File: src/rtl/sat_counter.sv
// -----------------------------------------------------------------------------
// sat_counter
// Saturating up-counter with clear-then-increment semantics: when clr and inc
// are both high in the same cycle the result is 1 (clear first, then count).
// The count sticks at 2^W-1 and never wraps.
// Ports:
//   clk   in  1  clock
//   reset in  1  synchronous, active-high
//   clr   in  1  synchronous clear
//   inc   in  1  increment request
//   count out W  current count
// -----------------------------------------------------------------------------
module sat_counter #(
   parameter int W = 8
) (
   input  logic         clk,
   input  logic         reset,
   input  logic         clr,
   input  logic         inc,
   output logic [W-1:0] count
);

   localparam logic [W-1:0] MAX = '1;

   logic [W-1:0] r_count;
   logic [W-1:0] w_base;
   logic [W-1:0] w_next;

   always_comb begin
      w_base = clr ? '0 : r_count;
      w_next = w_base;
      if (inc && (w_base != MAX)) begin
         w_next = w_base + W'(1);
      end
   end

   always_ff @(posedge clk) begin
      if (reset) begin
         r_count <= '0;
      end else begin
         r_count <= w_next;
      end
   end

   assign count = r_count;

endmodule

File: config.mk
export PLATFORM = sky130hd
export DESIGN_NAME = sat_counter
export DESIGN_NICKNAME = d
export VERILOG_FILES = /design/src/rtl/sat_counter.sv
export SDC_FILE = /design/constraint.sdc
export NUM_CORES = 1
export LEC_CHECK = 0
export BUFFER_PORTS_ARGS = -buffer_cell sky130_fd_sc_hd__buf_2
export CAP_MARGIN = 20
export CORE_AREA = 4 4 41 43
export CTS_BUF_LIST = sky130_fd_sc_hd__clkbuf_8
export DETAILED_ROUTE_END_ITERATION = 10
export DIE_AREA = 0 0 45 47
export GPL_ROUTABILITY_DRIVEN = 0
export HOLD_SLACK_MARGIN = 0.12
export SLEW_MARGIN = 10
export SYNTH_ARGS = -nofsm -noshare
export SYNTH_HDL_FRONTEND = slang
export SYNTH_SLANG_ARGS = --single-unit
File: constraint.sdc
create_clock -name clk -period 2.01 [get_ports clk]
set_clock_uncertainty 0.05 [all_clocks]
set_input_delay 0.402 -clock clk [delete_from_list [all_inputs] [get_ports clk]]
set_output_delay 0.402 -clock clk [all_outputs]
set_load 0.03 [all_outputs]
==> results <==
- The multi-input combinational cells in the finished layout cover a total of between 200 and 250 um2.
- Hold is met by slightly above 0.4 ns.
- The HPWL reported at the end of detailed placement is 646 um.
- The launch point of the worst reg-to-reg path is count[5]$_SDFF_PP0_.
- Across the run, the number of max-cap violations was 0.
- The aggregate global-route resource usage is under 10%.
- The classification of the worst setup path is register to output pin.
- The endpoint kind of the worst setup timing path is an output pin.
- The number of synthesis warnings is 0.
- For this configuration, the core starts out at a cell density of between 20% and 30%.
- The final route contains 380 vias.
- The ratio of cells with drive above 1 in the final layout is 30.9%.
- The standby leakage power is 0.000184 uW.
- The detail-routed via count per cell is ~5.4.
- The cell with the biggest individual delay on the critical path is sky130_fd_sc_hd__dfxtp_1.
- The start point of the worst hold path is reset.
- Setup slack closes at around 0.62 ns.
- The total die area is around 0.0021 mm2.
- The total overflow reported by the global router is 0.
- TritonCTS built the clock tree.
- The worst-case IR drop observed on VDD is 0.424 mV.
- Of the total power, combinational logic draws under 10%.
- The worst pin sits at a relative slew slack of between 70% and 80%.
- For this design, the sink count on the clock tree is 8.
- In this run, the number of DRC markers left after iteration 0 of detailed routing was 9.
- Setup slack on the worst reg-to-reg path comes out at around 0.85 ns.
- The worst register-to-register path ends at count[1]$_SDFF_PP0_.
- For this run, design rule violations remaining after detail routing come to 0.
- The first TritonRoute pass finished after 4 iterations.
- The worst register-to-register path has a depth of 3.
- In this run switching power makes up between 10% and 20% of total power.
- Hold repair after CTS inserted 0 buffers.
- The number of antenna diodes in the final layout is 0.
- The level count of the clock H-tree is 1.
- The first global-routing pass estimated roughly 1400 um of wire.
- The cell class contributing the biggest share of worst-path delay is flip-flops.
- The kind of start point of the critical path is a register.
- The detailed-route wire length is ~850 um.
- The share of the cycle needed by the critical path after routing is approximately 70%.
- Static timing analysis puts the maximum clock frequency at just over 0.7 GHz.
- The clock-pin slew on the worst setup and hold paths is about 0.040 ns.
- The number of placement rows is 13.
- The total negative slack for setup checks is 0 ns.
- In this run the power density over the cells is ~770 mW/mm2.
- The number of input and output port buffers inserted is 11.
- Total power for the finished layout comes to roughly 370 uW.
- The library cells used most frequently in the layout, excluding fill and tap cells, are sky130_fd_sc_hd__buf_2, sky130_fd_sc_hd__dfxtp_1, sky130_fd_sc_hd__a21oi_1, sky130_fd_sc_hd__nor3_1.
- The number of filler cells placed in the layout is 140.
- TritonCTS created 3 clock buffers.
- At the worst endpoint, the arrival time is ~0.94 ns.
- The die is 47 um tall.
- The maximum number of pins on one net before global-route repair is 10.
- The clock reaches the later pin of the worst-skew pair after ~0.23 ns.
- The area growth from synthesis to layout is 31.2%.
- The internal power component is 298 uW.
- In this run the power spent charging and discharging nets is ~74 uW.
- The count of nets left with antenna violations once routing finished came out at 0.
- The terminating pin of the worst hold path is count[0]$_SDFF_PP0_.
- The commonest non-fill, non-tap cell in the layout is sky130_fd_sc_hd__buf_2.
- The sequential element share of the synthesized area is a little over two fifths.
- On the worst path, the slowest cell contributes a delay of approximately 0.46 ns.
- The via count of the first global-routing pass is ~300.
- At the worst endpoint, the required time is around 1.6 ns.
- For the pin with the worst max-slew slack, the measured transition is about 0.33 ns.
- The I/O pin total is 12.
- The number of nets in the synthesized netlist is 45.
- The worst hold path was traced through 3 stages.
- Synthesis produced 41 cells.
- The run finished with clean final reports.
- Setup repair after global routing left no endpoint under its margin.
- Counting flops and latches in the post-synthesis netlist gives 8.
- Setup violations remaining at the end of the flow were counted as 0.
- The average cell area after synthesis is 9.00 um2.
- In this run the worst hold path is classified as input pin to register.
- The number of setup buffers added after CTS is 0.
- The distinct cell type count after synthesis is 20.
- In this run the horizontal extent of the chip is about 45 um.
- The signal on the critical path passes through buf_2.
- The placement-stage worst setup slack is 0.666 ns.
- The max-slew violation total from the final report is 0.
- The sequential cell area is between 150 and 200 um2.
- The number of antenna violations at the first check in global routing is 0.
- Per report_power, the clock group accounts for between 50% and 60% of the total.
- Clock tree synthesis selected as its root buffer the cell sky130_fd_sc_hd__clkbuf_8.
- The worst-case clock buffer depth is 2.
- The number of flip-flops under the largest register name is 8.
- The final critical path time including I/O delays and setup is ~1.4 ns.
- The net count of the finished layout is 61.
- The number of hold violations in the final report is 0.
- After synthesis the cells add up to about 370 um2.
- The logic depth of the worst path, buffers included is 1.
- The highest net fanout along the worst path is 9.
- Once the clock tree was built, the resizer swapped 0 gates to a different size.
- The average detailed-routed wire length per instance is around 12 um.
- In this run the standard cell core region covers ~0.0013 mm2.
- Together, buffers and inverters on the worst path number 1.
- The share of total power in sequential cells is ~44%.
## synthesized netlist by cell type, drive strengths merged
master  count  area share [%]
or2         1             1.7
a21oi       4             5.4
and4        2             4.7
nand3       1             1.4
o21bai      1             2.0
nand4       3             5.1
nor2b       1             1.7
and3        1             2.0
nor3        4             5.4
nand2       2             2.0
a211oi      2             5.4
and4b       1             3.7
nor2        2             2.0
and2        1             1.7
o21ai       2             2.7
nand3b      1             2.0
dfxtp       8              43
a41oi       1             2.4
a31oi       3             5.1
## per-layer routing
layer / routed length (um) / global-route usage [%]
met5: 0 / 0
met4: 0 / 1.75
met3: 119 / 6.13
met2: 356 / 11.6
met1: 378 / 12.9
## worst max-delay path by stage
stage	startpoint	endpoint	slack, ns
6_report	count[3]$_SDFF_PP0_	count[3]	0.62
5_1_grt	count[3]$_SDFF_PP0_	count[3]	0.55
4_1_cts	count[3]$_SDFF_PP0_	count[3]	0.62
3_5_place_dp	clr	count[1]$_SDFF_PP0_	0.67
3_3_place_gp	clr	count[1]$_SDFF_PP0_	0.69
2_1_floorplan	count[5]$_SDFF_PP0_	count[1]$_SDFF_PP0_	0.67
## metrics by stage
step / instance area [um2] / util [%] / instances
4_1_cts: 484 / 37.2 / 70
5_1_grt: 484 / 37.2 / 70
3_5_place_dp: 443 / 34.0 / 67
2_1_floorplan: 369 / - / 41
6_report: 484 / 37.2 / 70
3_3_place_gp: 443 / 34.0 / 67
## power groups by stage
stage,Sequential (uW),Combinational (uW),Clock (uW)
global placement,167,19.1,0
global route,164,20.1,203
floorplan,170,6.66,0
finish,164,19.2,189
CTS,164,19.1,196
detailed placement,167,19.1,0
## layout make-up
cell class / count / share of cell area, %
Multi-Input combinational cell: 33 / 43.2
Sequential cell: 8 / 33.1
Timing Repair Buffer: 11 / 11.4
Clock buffer: 3 / 8.53
Tap cell: 15 / 3.88
## kinds of logic after synthesis
group / count (synthesis) / synth area share, %
flip-flops: 8 / 43.4
AO/OA/AOI/OAI: 13 / 23.1
AND/OR/NAND/NOR: 20 / 33.6
Power figures use the tool's default switching activity.
